## config.mk

```make
export PLATFORM = sky130hd
export DESIGN_NAME = instr_fetch_queue
export DESIGN_NICKNAME = d
export VERILOG_FILES = /design/src/rtl/instr_fetch_queue.sv
export SDC_FILE = /design/constraint.sdc
export NUM_CORES = 1
export LEC_CHECK = 0
export ABC_AREA = 1
export BUFFER_PORTS_ARGS = -buffer_cell sky130_fd_sc_hd__buf_2
export CAP_MARGIN = 20
export CORE_MARGIN = 2
export CORE_UTILIZATION = 64
export CTS_CLUSTER_SIZE = 30
export DETAILED_ROUTE_END_ITERATION = 10
export PLACE_DENSITY = 0.89
export SLEW_MARGIN = 20
export SYNTH_ARGS = -nofsm -noshare
export SYNTH_HDL_FRONTEND = slang
export SYNTH_SLANG_ARGS = --single-unit
```

## constraint.sdc

```tcl
create_clock -name clk -period 10 [get_ports clk]
set_input_delay 2 -clock clk [delete_from_list [all_inputs] [get_ports clk]]
set_output_delay 2 -clock clk [all_outputs]
set_load 0.02 [all_outputs]
```

## src/rtl/instr_fetch_queue.sv

```systemverilog
// Fetch stage: tracks the fetch PC, gates imem requests on FIFO space and buffers {pc, word} pairs.
// Define IFETCH_BYPASS_EN to forward a response straight to the core when the FIFO is empty.
module instr_fetch_queue #(
    parameter int          DEPTH    = 4,
    parameter int          ADDR_W   = 8,
    parameter logic [31:0] RESET_PC = 32'h0000_0000
) (
    input  logic              clk,
    input  logic              rst,
    output logic              imem_req,
    output logic [ADDR_W-1:0] imem_addr,
    input  logic [31:0]       imem_rdata,
    input  logic              redirect,
    input  logic [31:0]       redirect_pc,
    output logic [31:0]       instr,
    output logic [31:0]       instr_pc,
    output logic              instr_valid,
    input  logic              instr_ready
);
    localparam int PTR_W = $clog2(DEPTH);
    localparam int CNT_W = PTR_W + 1;

    localparam logic [1:0] IDLE  = 2'd0;
    localparam logic [1:0] RUN   = 2'd1;
    localparam logic [1:0] FLUSH = 2'd2;

    logic [1:0]       r_state;
    logic [31:0]      r_fetch_pc;
    logic [31:0]      r_inflight_pc;
    logic             r_inflight;
    logic [31:0]      r_mem_data [DEPTH];
    logic [31:0]      r_mem_pc   [DEPTH];
    logic [PTR_W-1:0] r_wr_ptr;
    logic [PTR_W-1:0] r_rd_ptr;
    logic [CNT_W-1:0] r_count;
    logic [31:0]      r_instr;
    logic [31:0]      r_instr_pc;
    logic             r_instr_valid;

    logic             w_resp;
    logic             w_bypass;
    logic             w_valid;
    logic             w_pop_any;
    logic             w_fifo_pop;
    logic             w_push;
    logic             w_req;
    logic [CNT_W:0]   w_occ;
    logic [CNT_W-1:0] w_count_nxt;
    logic [PTR_W-1:0] w_rd_ptr_nxt;
    logic [31:0]      w_head_data;
    logic [31:0]      w_head_pc;
    logic             w_unused;

    assign w_unused = ^redirect_pc[1:0];

    // A response arriving in a redirect cycle belongs to the old stream and is dropped.
    assign w_resp = r_inflight & ~redirect;
`ifdef IFETCH_BYPASS_EN
    assign w_bypass = w_resp & (r_count == {CNT_W{1'b0}});
`else
    assign w_bypass = 1'b0;
`endif

    assign w_valid    = r_instr_valid | w_bypass;
    assign w_pop_any  = w_valid & instr_ready;
    assign w_fifo_pop = r_instr_valid & instr_ready;
    assign w_push     = w_resp & ~(w_bypass & instr_ready);

    // Occupancy after this cycle, counting the response already on its way back.
    assign w_occ = {1'b0, r_count} + (CNT_W+1)'(r_inflight) - (CNT_W+1)'(w_pop_any);
    assign w_req = (r_state != IDLE) & ~redirect & (w_occ < (CNT_W+1)'(DEPTH));

    // Next FIFO count/read pointer and the entry that becomes the head.
    always_comb begin
        w_count_nxt  = r_count;
        w_rd_ptr_nxt = r_rd_ptr;
        w_head_data  = 32'h0000_0000;
        w_head_pc    = 32'h0000_0000;
        if (redirect) begin
            w_count_nxt  = {CNT_W{1'b0}};
            w_rd_ptr_nxt = {PTR_W{1'b0}};
        end else begin
            w_count_nxt  = r_count + CNT_W'(w_push) - CNT_W'(w_fifo_pop);
            w_rd_ptr_nxt = r_rd_ptr + PTR_W'(w_fifo_pop);
        end
        if (w_push && (r_wr_ptr == w_rd_ptr_nxt)) begin
            w_head_data = imem_rdata;
            w_head_pc   = r_inflight_pc;
        end else begin
            w_head_data = r_mem_data[w_rd_ptr_nxt];
            w_head_pc   = r_mem_pc[w_rd_ptr_nxt];
        end
    end

    // FSM: IDLE -> RUN after reset; any redirect (re)starts a one-cycle FLUSH.
    always_ff @(posedge clk or posedge rst) begin
        if (rst) begin
            r_state <= IDLE;
        end else begin
            case (r_state)
                IDLE:    r_state <= RUN;
                RUN:     r_state <= redirect ? FLUSH : RUN;
                FLUSH:   r_state <= redirect ? FLUSH : RUN;
                default: r_state <= IDLE;
            endcase
        end
    end

    // Fetch PC and in-flight request tracking.
    always_ff @(posedge clk or posedge rst) begin
        if (rst) begin
            r_fetch_pc    <= {RESET_PC[31:2], 2'b00};
            r_inflight    <= 1'b0;
            r_inflight_pc <= 32'h0000_0000;
        end else begin
            r_inflight    <= w_req;
            r_inflight_pc <= r_fetch_pc;
            if (redirect) begin
                r_fetch_pc <= {redirect_pc[31:2], 2'b00};
            end else if (w_req) begin
                r_fetch_pc <= r_fetch_pc + 32'd4;
            end
        end
    end

    // FIFO storage write.
    always_ff @(posedge clk) begin
        if (w_push) begin
            r_mem_data[r_wr_ptr] <= imem_rdata;
            r_mem_pc[r_wr_ptr]   <= r_inflight_pc;
        end
    end

    // FIFO pointers and count.
    always_ff @(posedge clk or posedge rst) begin
        if (rst) begin
            r_wr_ptr <= {PTR_W{1'b0}};
            r_rd_ptr <= {PTR_W{1'b0}};
            r_count  <= {CNT_W{1'b0}};
        end else begin
            r_count  <= w_count_nxt;
            r_rd_ptr <= w_rd_ptr_nxt;
            if (redirect) begin
                r_wr_ptr <= {PTR_W{1'b0}};
            end else if (w_push) begin
                r_wr_ptr <= r_wr_ptr + PTR_W'(1'b1);
            end
        end
    end

    // Registered head; holds its last value while the FIFO is empty.
    always_ff @(posedge clk or posedge rst) begin
        if (rst) begin
            r_instr       <= 32'h0000_0000;
            r_instr_pc    <= 32'h0000_0000;
            r_instr_valid <= 1'b0;
        end else begin
            r_instr_valid <= (w_count_nxt != {CNT_W{1'b0}});
            if (w_count_nxt != {CNT_W{1'b0}}) begin
                r_instr    <= w_head_data;
                r_instr_pc <= w_head_pc;
            end else if (w_bypass && instr_ready) begin
                r_instr    <= imem_rdata;
                r_instr_pc <= r_inflight_pc;
            end
        end
    end

    assign imem_req    = w_req;
    assign imem_addr   = r_fetch_pc[ADDR_W+1:2];
    assign instr       = w_bypass ? imem_rdata : r_instr;
    assign instr_pc    = w_bypass ? r_inflight_pc : r_instr_pc;
    assign instr_valid = w_valid;

endmodule

```

==> impl_metrics.toml, run 1 <==
[outcome]
outcome = "completed"

[die]
rows = 58
floorplan.initialDensity_pct = 65.2
die_height_um = 164
coreArea_um2 = 25300
die_x_um = 164
ioPinCount = 142
dieArea_um2 = 27000

[detailed_routing]
initialDrtViolationCount = 1620
drc = 0
dr.pass1.iters = 7
detail_route.wl_per_cell_um = 18.8
vias = 12600
antenna_left = 0
post_drt_via_cell_ratio = 5.92
routed_wirelength_um = 39800

[finish]
drive_gt1_share_pct = 12.4
seqCellArea_um2 = 10800
final_cell_mix = "nand2_1, edfxtp_1, nand3_1"
fillers = 1571
layoutNonFillerInstCount = 2123
multi_input_comb_area_um2 = 5150
final_net_count = 1842
diodes = 0
mostFrequentLayoutCell = "nand2_1"
area.growth.synth_to_final_pct = 12.2

[worst_setup_path]
worstPathCellList = "buf_2 -> nor2_1 -> xnor2_1 -> ha_1 -> inv_1 -> fa_1 -> nand2_1 -> inv_1 -> nor3_1 -> inv_1 -> nand2_2 -> buf_4 -> clkinv_2 -> nand2_1 -> nand2_1"
r2r_start = "r_inflight"
ff2ff_setup_slack_ns = 5.70
criticalPathCategory = "in2reg"
crit_path_cell_count = 15
worst_path_dominant_cell_family = "buffers and inverters"
critical_path_buf_inv_count = 6
timing.critical_path.arrival_ns = 6.36
endpoint = "instr_pc[31]"
critical_path.max_fanout = 64
critical_path_data_required_time_ns = 10.41
cpPeakStageDelay_ns = 1.08
critical-path-slowest-cell = "clkinv_2"
reg2regPathDepth = 15
timing.rr.end = "instr_pc[31]"
setup.worst_path.start_class = "input port"
worst_setup_path_end_kind = "flop"
setup.worst_path.start = "redirect"

[power]
power_switching_uw = 2050
power.static_leakage_uw = 0.00803
worst_ir_drop_vdd_v = 0.000228
pwr_density_cell_nw_per_um2 = 292
clock_power_share_pct = 25.1
power_frac_seq_pct = 43.3
power.share.combinational_pct = 31.6
intPower_uw = 3340
p_sw_share_pct = 38.0
report.power.total_uw = 5390

[clock_network]
cts_hold_buf = 0
postCtsResizedCells = 0
worstSkewPairLatency_ns = 0.53
h-tree-depth = 2
tritoncts = "done"
cts.sink_count = 381
cts_root_buffer = "clkbuf_16"
cts-root-to-sink-buffers = 3
tritoncts.num_buffers = 38
postCtsSetupBuffers = 0
clkSlewWorstSetupHoldPaths_ns = 0.06

[synth]
synth-seq-area-share_pct = 65.4
synth_cells = 1666
synth_unique_cells = 27
synth_seq_cells = 381
synth.cell_area_um2 = 16500
netlist_top_cells_area = "edfxtp_1, dfrtp_1, nand2_1"
synth_area_leader = "edfxtp_1"
postSynthAreaPerCell_um2 = 9.89
synth_top_area_share_pct = 45.2
synth-warning-count = 0

[sta]
max_slew_headroom_pct = 28.9
finalHoldViolations = 0
post-route-period-util_pct = 59.5
setup_viol = 0
maxSlewViolCount = 0
timing.setup.tns_ns = 0
clock.fmax_ghz = 0.168
final.setup_skew_ns = 0.0169
setup_slack_ns = 4.05
layout_min_cycle_time_ns = 5.95
worst_slew_pin_slew_ns = 1.07
unrepaired_setup_endpoints_after_global_routing = "no"

[placed_design]
cell_count_post_placement = 2053
dpl_worst_slack_ns = 3.68
total_of_buffers_placed_on_input_and_output_ports = 137
rd_place_congestion = 0.907
hpwl_detailed_um = 21300

[grt]
maximum_number_of_pins_on_one_net_before_global_route_repair = 111
grt_usage_pct = 29.9
first_global_vias = 12400
grt_pass1_wl_um = 62800
antenna_found_initial = 0
global_route.overflow_total = 0

[worst_hold_path]
holdCritPathClass = "reg2reg"
timing.hold.worst_path_depth = 2

[flow_run]
max_cap_check_violation_count = 0
-- cells by family (layout without fill, tap and decap cells) --
family	after synthesis	count (layout)	share of synthesized area [%]
compound gates	26	26	0.805
xor+xnor	10	10	0.577
fa+ha+maj	11	11	0.881
buf+inv	137	263	3.68
flops	381	381	65.4
other cells	1	2	0.0228
simple gates	1100	1100	28.6
-- synth_stat cells --
library cell and instances:
nand3b_1 71, a21oi_1 5, or2_2 1, ha_1 10, nand3_2 2, clkbuf_1 36
inv_1 39, xor2_1 3, nand2_2 1, dfrtp_1 133, nor2_1 69, nand2_1 721
conb_1 1, buf_2 41, buf_1 6, inv_2 4, nor3_1 2, nand3_1 231
edfxtp_1 248, nor2_4 1, o21ai_0 20, a21o_1 1, nand4_1 1, buf_4 11
fa_1 1, xor2_2 1, xnor2_1 6
-- tightest hold or removal path, delay by kind of cell (launching register included) --
| kind | cells | cell delay, ns |
|---|---|---|
| flops | 1 | 0.33 |
| simple gates | 2 | 0.10 |
-- registers in the layout, summed over array words and instances (netlist names) --
| register | cells |
|---|---|
| r_rd_ptr | 2 |
| r_fetch_pc | 30 |
| instr_valid | 1 |
| r_mem_pc | 120 |
| r_state | 2 |
| instr_pc | 30 |
| r_wr_ptr | 2 |
| r_mem_data | 128 |
| r_count | 3 |
| instr | 32 |
| r_inflight | 1 |
| r_inflight_pc | 30 |
-- routing by layer --
metal / vias up / global-route usage [%] / share of wire, %
met4: 0 / 11.2 / 2.4
met3: 89 / 4.39 / 9.8
met2: 777 / 50.0 / 49
li1: 5710 / - / -
met1: 5993 / 40.2 / 39
met5: - / 0 / 0
-- stage by stage --
step	util, %	hold WS [ns]	cell area (um2)
2_1_floorplan	-	0.387	16500
5_1_grt	73.2	0.494	18500
6_report	73.2	0.470	18500
3_3_place_gp	68.5	0.457	17300
3_5_place_dp	68.5	0.460	17300
4_1_cts	73.2	0.473	18500
-- power groups by stage --
stage / registers (uW) / logic, uW / clock network, uW
5_1_grt: 2370 / 1890 / 1430
2_1_floorplan: 2420 / 1040 / 0
3_5_place_dp: 2350 / 1670 / 0
6_report: 2330 / 1710 / 1350
4_1_cts: 2330 / 1700 / 1360
3_3_place_gp: 2330 / 1600 / 0
-- final cells by class --
cell class                 count  share of cell area (%)
clock buffer                  52                    5.65
clock inverter                18                   0.758
inverter                      43                   0.914
multi-input combinational   1149                    27.9
sequential                   381                    58.3
tap                          330                    2.23
timing repair buffer         150                    4.28
-- worst min-delay path by stage --
stage,from,endpoint,slack (ns)
finish,instr[24],instr[24],0.47
global route,r_fetch_pc[31],r_inflight_pc[31],0.49
CTS,r_fetch_pc[31],r_inflight_pc[31],0.47
detailed placement,instr[26],instr[26],0.46
global placement,instr[23],instr[23],0.46
floorplan,r_fetch_pc[31],r_inflight_pc[31],0.39
Note: power is estimated with default switching activity, not from simulation.
==> run 2, diff against run 1 <==
--- a/config.mk
+++ b/config.mk
@@ -5,14 +5,14 @@
 export SDC_FILE = /design/constraint.sdc
 export NUM_CORES = 1
 export LEC_CHECK = 0
-export ABC_AREA = 1
+export ABC_AREA = 0
 export BUFFER_PORTS_ARGS = -buffer_cell sky130_fd_sc_hd__buf_2
 export CAP_MARGIN = 20
 export CORE_MARGIN = 2
-export CORE_UTILIZATION = 64
+export CORE_UTILIZATION = 54
 export CTS_CLUSTER_SIZE = 30
 export DETAILED_ROUTE_END_ITERATION = 10
-export PLACE_DENSITY = 0.89
+export PLACE_DENSITY = 0.8
 export SLEW_MARGIN = 20
 export SYNTH_ARGS = -nofsm -noshare
 export SYNTH_HDL_FRONTEND = slang
==> constraint.sdc (replaced) <==
create_clock -name clk -period 5.2 [get_ports clk]
set_input_delay 1.04 -clock clk [delete_from_list [all_inputs] [get_ports clk]]
set_output_delay 1.04 -clock clk [all_outputs]
set_load 0.02 [all_outputs]
==> run 2 against run 1 <==
Net effect: clock skew grew 0.0058 ns; cell count decreased by 21%; flip-flop and latch count is the same; global-route usage decreased by 5.4 points; final area fell by 1.7%; routed wire length fell by 5.7%.
==> impl_metrics.toml, run 2 <==
[finish]
diodes = 0
area.growth.synth_to_final_pct = 14.3
drive_gt1_share_pct = 18.7
final_net_count = 1346
mostFrequentLayoutCell = "edfxtp_1"
number_of_flip_flops_in_the_largest_register = 128
final_cell_mix = "edfxtp_1, buf_2, dfrtp_1"
top_register = "r_mem_data"

[worst_setup_path]
setup.worst_path.start = "instr_ready"
critical_path.max_fanout = 9
reg2regPathDepth = 11
timing.critical_path.arrival_ns = 3.19
criticalPathCategory = "in2out"
setup.worst_path.start_class = "input port"
ff2ff_setup_slack_ns = 1.90
worst_setup_path_end_kind = "primary output"
critical_path_data_required_time_ns = 4.16
r2r_start = "r_inflight"

[sta]
clock.fmax_ghz = 0.237
setup_viol = 0
worst_slew_pin_slew_ns = 1.01
layout_min_cycle_time_ns = 4.23
unrepaired_setup_endpoints_after_global_routing = "no"
maxSlewViolCount = 0
final.setup_skew_ns = 0.0227
finalHoldViolations = 0
setup_slack_ns = 0.972
post-route-period-util_pct = 81.3
max_slew_headroom_pct = 32.7
timing.setup.tns_ns = 0

[worst_hold_path]
worstHoldStart = "r_fetch_pc[22]"
holdCritPathClass = "reg2reg"
timing.hold.worst_path_depth = 0

[detailed_routing]
drc = 0
vias = 11000
dr.pass1.iters = 5
initialDrtViolationCount = 1289
post_drt_via_cell_ratio = 6.53
routed_wirelength_um = 37600
antenna_left = 0
detail_route.wl_per_cell_um = 22.4

[placed_design]
dpl_worst_slack_ns = 0.992
total_of_buffers_placed_on_input_and_output_ports = 137
hpwl_detailed_um = 19600
rd_place_congestion = 0.775

[synth]
synth-warning-count = 0
synth_cells = 1182
yosysMostFrequentCell = "edfxtp_1"
synth_edf_count = 248
synth.cell_area_um2 = 15900
synthArstFlopShare_pct = 34.9
synth-seq-area-share_pct = 67.8
list_of_most_frequent_post_synthesis_cells = "edfxtp_1, dfrtp_1, o21ai_0"
synth_unique_cells = 68
synth_seq_cells = 381
synth_top_area_share_pct = 46.9
postSynthAreaPerCell_um2 = 13.4
synth_area_leader = "edfxtp_1"
netlist_top_cells_area = "edfxtp_1, dfrtp_1, o21ai_0"
synthFlopType = "edfxtp_1"

[flow_run]
max_cap_check_violation_count = 0

[clock_network]
clkSlewWorstSetupHoldPaths_ns = 0.06
postCtsSetupBuffers = 0
cts_hold_buf = 0
h-tree-depth = 2
tritoncts = "done"
cts.sink_count = 381
worstSkewPairLatency_ns = 0.54
postCtsResizedCells = 0
tritoncts.num_buffers = 39
cts_root_buffer = "clkbuf_16"
cts-root-to-sink-buffers = 3

[outcome]
outcome = "completed"

[die]
rows = 62
ioPinCount = 142
die_height_um = 176
coreArea_um2 = 28900
dieArea_um2 = 30800
die_x_um = 176
floorplan.initialDensity_pct = 55.1

[grt]
grt_pass1_wl_um = 59500
first_global_vias = 10700
antenna_found_initial = 0
grt_usage_pct = 24.5
maximum_number_of_pins_on_one_net_before_global_route_repair = 126
global_route.overflow_total = 0

[power]
power.static_leakage_uw = 0.00644
pwr_density_cell_nw_per_um2 = 540
worst_ir_drop_vdd_v = 0.000312
==> run 2: cell types whose count changed in the layout (fill, tap and decap cells not counted), sizes merged, moves of 9 or more <==
cell / change
inv: -22
nor2b: +69
o21ai: +116
nor3: +11
nand3: -153
nand4: +9
nand3b: -69
nand2: -696
nor2: -51
a221o: +63
a32oi: +65
and2: +11
a31oi: +75
==> run 2: cell type report <==
type                            count  area, um2
Clock buffer                       51       1070
Clock inverter                     20        277
Fill cell                        2094      10700
Inverter                           19       78.8
Multi-Input combinational cell    675       4630
Sequential cell                   381      10800
Tap cell                          384        480
Timing Repair Buffer              151        856
==> run 2: power by group <==
part / internal (uW) / switching [uW]
Sequential: 3760 / 333
Combinational: 1050 / 1760
Clock: 1760 / 1150
==> run 2: metrics by stage <==
| stage | utilization, % | cell area [um2] | power (uW) | hold slack [ns] | std cells |
|---|---|---|---|---|---|
| floorplan | - | 15900 | 5990 | 0.375 | 1183 |
| global placement | 58.3 | 16800 | 6800 | 0.414 | 1610 |
| detailed placement | 58.3 | 16800 | 6900 | 0.426 | 1610 |
| CTS | 63.0 | 18200 | 9840 | 0.444 | 1681 |
| global route | 63.0 | 18200 | 10300 | 0.462 | 1681 |
| finish | 63.0 | 18200 | 9820 | 0.447 | 1681 |
==> run 2: critical path, stage by stage <==
cell and delay [ns]:
buf_2 0.17, and3b_1 0.27, inv_2 0.08, ha_1 0.34, nand2_1 0.10, a32o_1 0.34
nor3_2 0.48, nor3_1 0.16, buf_2 0.21
==> run 2: routing by layer <==
layer / share of wire (%) / up-vias / GRT usage [%]
met5: 0 / - / 0
met4: 2.3 / 0 / 8.33
met3: 8.2 / 64 / 3.83
met2: 49 / 563 / 39.1
met1: 41 / 5513 / 34.6
li1: - / 4830 / -
==> run 2: final timing paths <==
kind | to
max | imem_req
min reg2reg | r_inflight_pc[22]
min in group asynchronous | r_inflight_pc[5]
max in group asynchronous | instr_pc[3]
max reg2reg | instr[6]
min | r_inflight_pc[22]
==> run 2: kinds of logic after synthesis <==
logic type,Yosys count,share of synthesized area [%]
AND/OR/NAND/NOR,264,9.41
XOR/XNOR,14,0.866
flip-flops,381,67.8
AO/OA/AOI/OAI,378,17.1
other,1,0.0236
buffers and inverters,127,3.47
multiplexers,6,0.386
adder cells (fa/ha/maj),11,0.913
==> run 3, diff against run 2 <==
--- a/config.mk
+++ b/config.mk
@@ -5,7 +5,7 @@
 export SDC_FILE = /design/constraint.sdc
 export NUM_CORES = 1
 export LEC_CHECK = 0
-export ABC_AREA = 0
+export ABC_AREA = 1
 export BUFFER_PORTS_ARGS = -buffer_cell sky130_fd_sc_hd__buf_2
 export CAP_MARGIN = 20
 export CORE_MARGIN = 2
==> constraint.sdc (replaced) <==
create_clock -name clk -period 3.67 [get_ports clk]
set_input_delay 0.734 -clock clk [delete_from_list [all_inputs] [get_ports clk]]
set_output_delay 0.734 -clock clk [all_outputs]
set_load 0.02 [all_outputs]
==> run 3 against run 2 <==
Net effect: critical path depth is 5 higher; clock skew is 0.012 ns lower; die area is 3.6% higher; worst setup slack worse by 0.37 ns; total power is 58% higher; routed wire length is 5.0% higher; sequential share of layout area is 2.9 points lower; via count is 11% higher; combinational power is 68% higher; final area is 5.1% higher; first-iteration DRC count is 7.0% lower; clock power is 52% higher; largest power group unchanged; highest routed layer is now met5.
==> impl_metrics.toml, run 3 (same netlist as run 1, synthesis figures left out) <==
[power]
clock_power_share_pct = 28.6
power.static_leakage_uw = 0.00829
pwr_density_cell_nw_per_um2 = 811
power_frac_seq_pct = 40.9
power_switching_uw = 5600
p_sw_share_pct = 36.2
intPower_uw = 9890
worst_ir_drop_vdd_v = 0.000784
power.share.combinational_pct = 30.5

[die]
die_height_um = 179
dieArea_um2 = 31900
coreArea_um2 = 29900
ioPinCount = 142
die_x_um = 179
floorplan.initialDensity_pct = 55.1
rows = 63

[finish]
layoutNonFillerInstCount = 2204
mostFrequentLayoutCell = "nand2_1"
drive_gt1_share_pct = 13.7
area.growth.synth_to_final_pct = 16.0
final_net_count = 1861
top_register = "r_mem_data"
number_of_flip_flops_in_the_largest_register = 128
final_core_util_pct = 63.9
final_cell_mix = "nand2_1, edfxtp_1, nand3_1"
diodes = 0

[detailed_routing]
initialDrtViolationCount = 1199
met2_length_um = 19500
highest-signal-layer = "met5"
dr.pass1.iters = 6
routed_wirelength_um = 39500
antenna_left = 0
drc = 0
detail_route.wl_per_cell_um = 17.9
vias = 12200
met3_length_um = 3310
wirelength_met1_um = 15800
post_drt_via_cell_ratio = 5.54

[worst_setup_path]
timing.critical_path.mode_cell = "inv_1"
timing.rr.end = "instr_pc[18]"
critical-path-slowest-cell = "buf_4"
cpPeakStageDelay_ns = 0.46
worstPathCellList = "inv_1 -> nor2_1 -> xnor2_1 -> ha_1 -> inv_1 -> fa_1 -> nand2_1 -> inv_1 -> nor3_1 -> inv_1 -> nand2_2 -> buf_4 -> nand3_1 -> nand2_1"
r2r_start = "r_inflight"
critical_path.max_fanout = 41
criticalPathCategory = "reg2reg"
setup.worst_path.start = "r_inflight"
worst_setup_path_end_kind = "flop"
endpoint = "instr_pc[18]"
reg2regPathDepth = 14
ff2ff_setup_slack_ns = 0.60
timing.critical_path.arrival_ns = 3.55
setup.worst_path.start_class = "flop"
critical_path_data_required_time_ns = 4.14

[sta]
final.setup_skew_ns = 0.0107
max_slew_headroom_pct = 46.6
setup_viol = 0
layout_min_cycle_time_ns = 3.07
maxSlewViolCount = 0
finalHoldViolations = 0
clock.fmax_ghz = 0.325
worst_slew_pin_slew_ns = 0.801
post-route-period-util_pct = 83.7
unrepaired_setup_endpoints_after_global_routing = "no"

[placed_design]
total_of_buffers_placed_on_input_and_output_ports = 137
cell_count_post_placement = 2130
hpwl_detailed_um = 22300
rd_place_congestion = 0.903

[grt]
antenna_found_initial = 1
first_global_vias = 12100
grt_usage_pct = 25.3
maximum_number_of_pins_on_one_net_before_global_route_repair = 126
grt_pass1_wl_um = 62600
global_route.overflow_total = 0

[clock_network]
worstSkewPairLatency_ns = 0.54
postCtsResizedCells = 0
cts_root_buffer = "clkbuf_16"
cts.sink_count = 381
cts_hold_buf = 0
postCtsSetupBuffers = 0
tritoncts = "done"
h-tree-depth = 2
cts-root-to-sink-buffers = 3
tritoncts.num_buffers = 40
clkSlewWorstSetupHoldPaths_ns = 0.06

[flow_run]
max_cap_check_violation_count = 0

[outcome]
outcome = "completed"

[worst_hold_path]
holdCritPathClass = "in2async"
==> run 3: worst min path at each step <==
stage	endpoint	slack, ns	cells after the start
finish	r_fetch_pc[29]	0.31	2
global route	r_fetch_pc[29]	0.36	2
CTS	r_fetch_pc[29]	0.32	2
detailed placement	r_inflight_pc[31]	0.43	0
global placement	r_inflight_pc[31]	0.42	0
floorplan	r_inflight_pc[31]	0.39	0
==> run 3: routing by layer <==
metal	up-vias	global-route usage (%)
li1	5758	-
met1	5794	32.6
met2	574	43.7
met3	84	4.11
met4	2	8.94
met5	-	0
==> run 3: final cells by class <==
class	instances	area, um2
tap	390	488
timing repair buffer	167	1060
sequential	381	10800
fill	2270	10800
multi-input combinational	1149	5150
inverter	43	166
clock buffer	54	1150
clock inverter	20	310
==> run 3: power by group through the flow <==
stage,clock network [uW],logic (uW),registers (uW)
floorplan,0,2840,6600
global placement,0,4500,6350
detailed placement,0,4650,6390
CTS,4470,4720,6320
global route,4660,5260,6450
finish,4430,4720,6340
==> run 3: through the flow <==
step                      setup WS (ns)  power, uW  TNS [ns]  hold slack [ns]  instance area [um2]
final                             0.597      15500         0            0.311                19100
after detailed placement          0.471      11000         0            0.432                17600
after global placement            0.518      10800         0            0.420                17600
after CTS                         0.645      15500         0            0.320                19100
after global routing              0.449      16400         0            0.362                19100
after floorplan                  -0.567       9450   -140.61            0.387                16500
==> run 3: critical path: cells and delay by family, from the launching register on <==
kind | cells | cell delay, ns
XOR/XNOR | 1 | 0.18
adder cells (fa/ha/maj) | 2 | 0.58
buffers and inverters | 5 | 0.75
flip-flops | 1 | 0.42
AND/OR/NAND/NOR | 6 | 1.06
